[config.mk]
export PLATFORM = sky130hd
export DESIGN_NAME = vga_pixel_feeder
export DESIGN_NICKNAME = d
export VERILOG_FILES = /design/src/rtl/vga_pixel_feeder.sv
export SDC_FILE = /design/constraint.sdc
export NUM_CORES = 1
export LEC_CHECK = 0
export BUFFER_PORTS_ARGS = -buffer_cell sky130_fd_sc_hd__buf_2
export CORE_MARGIN = 4
export CORE_UTILIZATION = 37
export DETAILED_ROUTE_END_ITERATION = 6
export PLACE_DENSITY = 0.55
export SLEW_MARGIN = 20
export SYNTH_ARGS = -nofsm -noshare
export SYNTH_HDL_FRONTEND = slang
export SYNTH_SLANG_ARGS = --single-unit
[constraint.sdc]
create_clock -name iCLK -period 10.4 [get_ports iCLK]
set_input_delay 2.08 -clock iCLK [delete_from_list [all_inputs] [get_ports iCLK]]
set_output_delay 2.08 -clock iCLK [all_outputs]
set_load 0.005 [all_outputs]
[src/rtl/vga_pixel_feeder.sv]
// vga_pixel_feeder: frame-locked pixel FIFO for the VGA controller with box overlay and underflow tracking
module vga_pixel_feeder #(
  parameter int FIFO_DEPTH = 16,
  parameter int ADDR_W = 4,
  parameter int PREFILL = 8,
  parameter int H_ACT = 640,
  parameter int V_ACT = 480,
  parameter logic [23:0] BOX_COLOR = 24'hFF0000,
  parameter logic [23:0] UNDER_COLOR = 24'h00FF00
) (
  input  logic        iCLK,
  input  logic        iRST,
  input  logic        iPix_Valid,
  input  logic [23:0] iPix_Data,
  input  logic        iPix_SOF,
  output logic        oPix_Ready,
  input  logic        iRequest,
  input  logic        iVGA_V_SYNC,
  input  logic        iBox_En,
  input  logic [12:0] iBox_X0,
  input  logic [12:0] iBox_X1,
  input  logic [12:0] iBox_Y0,
  input  logic [12:0] iBox_Y1,
  output logic [7:0]  oRed,
  output logic [7:0]  oGreen,
  output logic [7:0]  oBlue,
  output logic        oUnderflow,
  output logic [15:0] oUnderflow_Cnt,
  output logic        oSync_Lost
);
  localparam logic [ADDR_W:0] PRE = (ADDR_W + 1)'(PREFILL);
  localparam logic [12:0] X_LAST = 13'(H_ACT - 1);
  localparam logic [12:0] Y_LAST = 13'(V_ACT - 1);
  typedef enum logic [1:0] {SEEK, FILL, RUN} state_t;
  state_t state, stateNext;
  logic [24:0] mem [FIFO_DEPTH];
  logic [24:0] head;
  logic [ADDR_W:0] wrPtr, rdPtr, count;
  logic [12:0] x, y, bx0, bx1, by0, by1;
  logic [23:0] pixNext;
  logic ben, vsyncQ, vsFall, full, empty, push, pop, lost, under, onBox;
  assign count = wrPtr - rdPtr;
  assign full = count[ADDR_W];
  assign empty = wrPtr == rdPtr;
  assign head = mem[rdPtr[ADDR_W-1:0]];
  assign vsFall = vsyncQ && !iVGA_V_SYNC;
  assign oPix_Ready = !iRST && (state == SEEK || !full);
  // while seeking, everything is accepted but only the SOF pixel is kept
  assign push = iPix_Valid && oPix_Ready && (state != SEEK || iPix_SOF);
  assign under = state == RUN && iRequest && empty;
  assign lost = state == RUN && iRequest && !empty && (head[24] != (x == '0 && y == '0));
  assign pop = state == RUN && iRequest && !empty && !lost;
  assign onBox = ben && bx0 <= bx1 && by0 <= by1 &&
    (((x == bx0 || x == bx1) && y >= by0 && y <= by1) || ((y == by0 || y == by1) && x >= bx0 && x <= bx1));
  assign pixNext = (state != RUN || lost) ? 24'd0 : under ? UNDER_COLOR : onBox ? BOX_COLOR : head[23:0];
  always_comb begin
    stateNext = state;
    if (state == SEEK && push) stateNext = FILL;
    if (state == FILL && vsFall && count >= PRE) stateNext = RUN;
    if (state == RUN && lost) stateNext = SEEK;
  end
  always_ff @(posedge iCLK) begin
    vsyncQ <= iVGA_V_SYNC;
    if (push) mem[wrPtr[ADDR_W-1:0]] <= {iPix_SOF, iPix_Data};
    if (iRST) begin
      state <= SEEK;
      wrPtr <= '0;
      rdPtr <= '0;
      x <= '0;
      y <= '0;
      {ben, bx0, bx1, by0, by1} <= '0;
      {oRed, oGreen, oBlue} <= '0;
      oUnderflow <= 1'b0;
      oUnderflow_Cnt <= '0;
      oSync_Lost <= 1'b0;
    end else begin
      state <= stateNext;
      wrPtr <= lost ? '0 : wrPtr + (ADDR_W + 1)'(push);
      rdPtr <= lost ? '0 : rdPtr + (ADDR_W + 1)'(pop);
      if (vsFall) begin
        x <= '0;
        y <= '0;
        {ben, bx0, bx1, by0, by1} <= {iBox_En, iBox_X0, iBox_X1, iBox_Y0, iBox_Y1};
      end else if (iRequest) begin
        x <= x == X_LAST ? '0 : x + 13'd1;
        y <= (x == X_LAST && y != Y_LAST) ? y + 13'd1 : y;
      end
      if (iRequest) {oRed, oGreen, oBlue} <= pixNext;
      oUnderflow <= under;
      oUnderflow_Cnt <= (under && oUnderflow_Cnt != 16'hFFFF) ? oUnderflow_Cnt + 16'd1 : oUnderflow_Cnt;
      oSync_Lost <= lost;
    end
  end
endmodule
### Word level (Yosys, flattened, before mapping)

Memory sizes are Yosys's and may differ from the RTL's. A register that Yosys moved wholly into a read port is not among the register bits.
Cells that the tools add are included.

| word-level totals | value |
|---|---|
| flip-flop bits (word level) | 134 |
| latch bits | 0 |
| memory bits (writable) | 400 |
| ROM bits | 0 |
| logic and storage cells | 97 |
| memories | 1 |

Memory list:

| name | depth | width | read ports | clocked after memory_dff | wr ports | line | RTL |
|---|---|---|---|---|---|---|---|
| mem | 16 | 25 | 1 | 1 | 1 | 36 | `logic [24:0] mem [FIFO_DEPTH];` |

| operators by class | value |
|---|---|
| add/sub/neg operators | 6 |
| multipliers | 0 |
| div/mod/pow operators | 0 |
| order comparisons | 7 |
| equality and inequality tests | 12 |
| shift operators | 0 |
| mux-type cells | 9 |
| bitwise logic cells | 0 |
| reductions and logical operators | 44 |

Operators by type and width:

| cell | count |
|---|---|
| $mux 24 | 3 |
| $eq 13x13->1 | 4 |
| $le 13x13->1 | 4 |
| $add 13x1->13 const B | 2 |
| $ge 13x13->1 | 2 |
| $logic_not 13->1 | 2 |
| $logic_and 1x1->1 | 23 |
| $add 16x1->16 const B | 1 |
| $ne 16x16->1 const B | 1 |
| $eq 13x10->1 const B | 1 |
| $mux 13 | 1 |
| $ne 13x9->1 const B | 1 |
| $add 5x1->5 | 2 |
| $logic_or 1x1->1 | 6 |
| $reduce_or 2->1 | 3 |
| $eq 5x5->1 | 1 |
| $ge 5x4->1 const B | 1 |
| $logic_not 1->1 | 5 |
| $sub 5x5->5 | 1 |
| $mux 2 | 2 |
| $mux 4 | 1 |
| $reduce_bool 2->1 | 2 |
| $reduce_or 3->1 | 1 |
| $eq 2x1->1 const B | 1 |
| 6 further kinds | 7 |

### Logic depth before layout (Yosys ltp)

| depth | value |
|---|---|
| depth after elaboration | 9 |
| gate-level depth with buffers | 14 |

### Least setup slack after synthesis

Ideal clock, no wire load.

| path | value |
|---|---|
| path type | input to output |
| start | input port iRST |
| end | output port oPix_Ready |
| arrival | 2994 ps |
| required time | 8320 ps |
| setup slack | 5326 ps |
| stages | 4 |
| cell sequence | clkbuf_1 > buf_1 > buf_1 > a21oi_1 |

| on the way | value |
|---|---|
| longest elaborated chain between the ends | 2 |

Ends and longest elaborated chain:

| what | line | RTL |
|---|---|---|
| start: declaration | 12 | `input logic iRST,` |
| $logic_not 1->1 | 47 | `assign oPix_Ready = !iRST && (state == SEEK \|\| !full);` |
| $logic_and 1x1->1 | 47 |  |
| end: declaration | 16 | `output logic oPix_Ready,` |

No other way between the ends.

### Worst setup path in the final report

| path | value |
|---|---|
| start | register rdPtr[2] |
| end | output port oPix_Ready |

| on the way | value |
|---|---|
| longest elaborated chain between the ends | 4 |

Ends and longest elaborated chain:

| what | line | RTL |
|---|---|---|
| start: declaration | 38 | `logic [ADDR_W:0] wrPtr, rdPtr, count;` |
| start signal: assignment | 79 | `rdPtr <= lost ? '0 : rdPtr + (ADDR_W + 1)'(pop);` |
| $sub 5x5->5 | 42 | `assign count = wrPtr - rdPtr;` |
| $logic_not 1->1 | 47 |  |
| $logic_or 1x1->1 | 47 |  |
| $logic_and 1x1->1 | 47 |  |

No other way between the ends.

==> impl_metrics.toml <==
[cts]
cts_resized = 0
cts.sink_count = 534
clockBufferDepth = 3
ctsHoldBuffers = 0
cts_tree = "done"
root_buffer = "clkbuf_16"
clk_latency_ns = 0.62
h-tree-depth = 2
cts_made_buffers = 55
post-cts-setup-buffers = 0
clk_pin_slew_ns = 0.06

[sta]
worst_pin_slew_ns = 1.08
fmax_ghz = 0.188
setup_tns_ns = 0
min_period_over_period = 0.511
clock-skew-final_ns = 0.0287
rsz0062_at_grt = "no"
drv_slew = 0
hold_viol = 0
setup_violations = 0
period_needed_ns = 5.31
max-slew-margin-rel = 0.277

[grt]
grt_antenna_before_repair = 2
grt_pass1_vias = 12993
grt_pass1_wl_um = 80200
grt_overflow = 0
grt_max_degree = 62
gr-usage-all-layers = 0.164

[critical_path]
cpPeakStageDelay_ns = 0.97
crit_chain = "inv_1 -> ha_1 -> nor2b_1 -> o21ai_0 -> nand3_1 -> and2_1 -> a21oi_1 -> buf_2"
reg2reg_from = "rdPtr[0]"
slowest_stage = "dfxtp_2"
worst_setup_path_end_kind = "output port"
critPathKind = "flip-flop to output port"
startpoint = "rdPtr[2]"
worst-path-buf-inv = 2
cp.required_ns = 8.32
arrival_ns = 3.23
cp_max_fo = 30
crit_family = "flip-flops"
startpoint_type = "flip-flop"

[floorplanning]
rows = 89
start_util = 0.377
ioPinCount = 126
die_width_um = 254
dieHeight_um = 254
core_area_mm2 = 0.0595
die_area_mm2 = 0.0646

[hold_path]
hp-class = "flip-flop to flip-flop"
hp-start = "by1[5]"

[detailed_routing]
dr_wl_met2_um = 25100
drt_pass1_iterations = 5
routedLengthMet1_um = 24100
top_layer_used = "met4"
viasPerCell = 5.30
met3_length_um = 2450
dr_total_vias = 12916
drt_iter0_markers = 907
antenna_left = 0
wl_per_cell_um = 21.7
drc = 0
route.final.wire_length_um = 52900

[power_and_ir_drop]
power_mw = 4.47
p_switching_mw = 0.950
leakage_nw = 8.83
netSwitchingFraction = 0.212
p_seq_frac = 0.517
powerDensity_mw_per_mm2 = 173
p_int_mw = 3.52
ir_worst_vdd_uv = 120
clkPwrFrac = 0.446
comb_power_share = 0.037

[synth]
async_flop_share = 0
yosys_warnings = 0
ys_types = 56
syn_avg_cell_area_um2 = 15.1
synthCells = 1488
netlist_area_mm2 = 0.0224
ys.flop_type = "edfxtp_1"
synth_nets = 1663
seq_area_frac_synth = 0.655
synth_edf_count = 400
synth-seq-cells = 534

[job]
cap_violations = 0

[final_layout]
fin_nets = 1798
final_cells = 2438
post-route-util = 0.434
syn_to_final_growth_pct = 15.2
n_antenna_cell = 0
drive_gt1_frac = 0.226
fin_area_mm2 = 0.0258

[outcome]
status = "completed"

[placed_design]
dp_hpwl_um = 34200
placed_area_mm2 = 0.0240
portBuffers = 125
post-place-cells = 2339
gp_congestion = 0.814
[kinds of logic after synthesis]
logic type,after synthesis,share of synthesized area
adder cells (fa/ha/maj),92,0.0517
flip-flops,534,0.655
AO/OA/AOI/OAI,188,0.0510
multiplexers,129,0.127
buffers and inverters,142,0.0253
XOR/XNOR,39,0.0152
AND/OR/NAND/NOR,364,0.0747
[worst reg2reg max path: stages, from the launching register on]
cell and delay [ns]:
dfxtp_4 0.73, buf_4 0.75, mux4_2 0.65, mux2i_1 0.16
mux2i_1 0.11, xnor2_1 0.16, nand2_1 0.76, inv_1 0.11
ha_1 0.23, ha_1 0.21, nand3_1 0.10, xor2_1 0.16
nor2_1 0.05
[path summary, 6_finish.rpt]
check	endpoint	slack, ns	depth (start not counted)
worst max-delay path	oPix_Ready	5.09	8
worst min-delay path	by1[5]	0.46	2
worst max register to register	rdPtr[4]	6.10	12
worst min register to register	by1[5]	0.46	2
[cell usage after synthesis, types with 3 or more instances]
cell type | n | area [um^2]
nor4_1 | 9 | 56.3
nor3_1 | 11 | 55.1
nor2b_1 | 7 | 43.8
o21bai_1 | 4 | 30.0
mux4_2 | 124 | 2790
nand3_1 | 44 | 220
and2_1 | 5 | 31.3
or3_1 | 10 | 62.6
xnor2_1 | 12 | 105
edfxtp_1 | 400 | 12000
o21a_1 | 8 | 60.1
a211oi_1 | 5 | 37.5
xor2_1 | 27 | 236
nand2_1 | 154 | 578
o21ai_0 | 25 | 125
and3_1 | 6 | 37.5
nor2_1 | 77 | 289
dfxtp_1 | 134 | 2680
a21oi_1 | 103 | 515
a21o_1 | 18 | 135
buf_2 | 16 | 80.1
a311oi_1 | 3 | 26.3
nand2b_1 | 8 | 50.1
nand4_1 | 20 | 125
clkbuf_1 | 31 | 116
o41ai_1 | 7 | 61.3
ha_1 | 91 | 1140
buf_1 | 11 | 41.3
mux2i_1 | 4 | 40.0
inv_1 | 79 | 297
and4_1 | 6 | 52.6
[layer usage]
layer / up-vias / global-route usage
li1: 5931 / -
met1: 6629 / 0.232
met2: 285 / 0.264
met3: 71 / 0.0243
met4: 0 / 0.0494
met5: - / 0
[final cells by class]
class | instances | area [um^2]
fillers | 5391 | 33600
well taps | 773 | 967
multi-input cells | 812 | 7290
clock inverters | 24 | 287
flip-flops and latches | 534 | 14700
repair buffers | 139 | 733
inverters | 81 | 304
clock buffers | 75 | 1540
[state kept, by name (all words and copies together), names as in the netlist]
signal / cells
oGreen: 8
x: 13
vsyncQ: 1
oUnderflow: 1
by0: 13
oUnderflow_Cnt: 16
oBlue: 8
bx0: 13
oRed: 8
by1: 13
mem: 400
bx1: 13
ben: 1
oSync_Lost: 1
y: 13
state: 2
rdPtr: 5
wrPtr: 5
[power groups by stage]
stage                     Clock (mW)  Sequential, mW  Combinational [mW]
after floorplan                    0            2.36              0.0888
after global placement             0            2.36               0.161
after detailed placement           0            2.36               0.165
after CTS                       2.05            2.31               0.166
after global routing            2.15            2.31               0.185
final                           2.00            2.31               0.164
[cell usage in the layout, fill, tap and decap left out, types with 8 or more instances in the layout]
master / Yosys / final
edfxtp_1: 400 / 400
nand2_1: 154 / 154
dfxtp_1: 134 / 131
mux4_2: 124 / 124
buf_2: 16 / 124
a21oi_1: 103 / 103
ha_1: 91 / 91
inv_1: 79 / 79
nor2_1: 77 / 65
clkbuf_16: 0 / 56
nand3_1: 44 / 44
xor2_1: 27 / 27
o21ai_0: 25 / 25
nand4_1: 20 / 20
a21o_1: 18 / 18
buf_4: 2 / 15
xnor2_1: 12 / 12
nor2_4: 0 / 12
clkbuf_1: 31 / 12
or3_1: 10 / 10
nor4_1: 9 / 9
o21a_1: 8 / 8
[stage by stage]
stage | hold WS [ns] | worst slack, ns
after floorplan | 0.436 | 5.33
after global placement | 0.448 | 5.33
after detailed placement | 0.448 | 5.32
after CTS | 0.457 | 5.02
after global routing | 0.475 | 4.81
final | 0.456 | 5.09
Power figures use the tool's default switching activity.
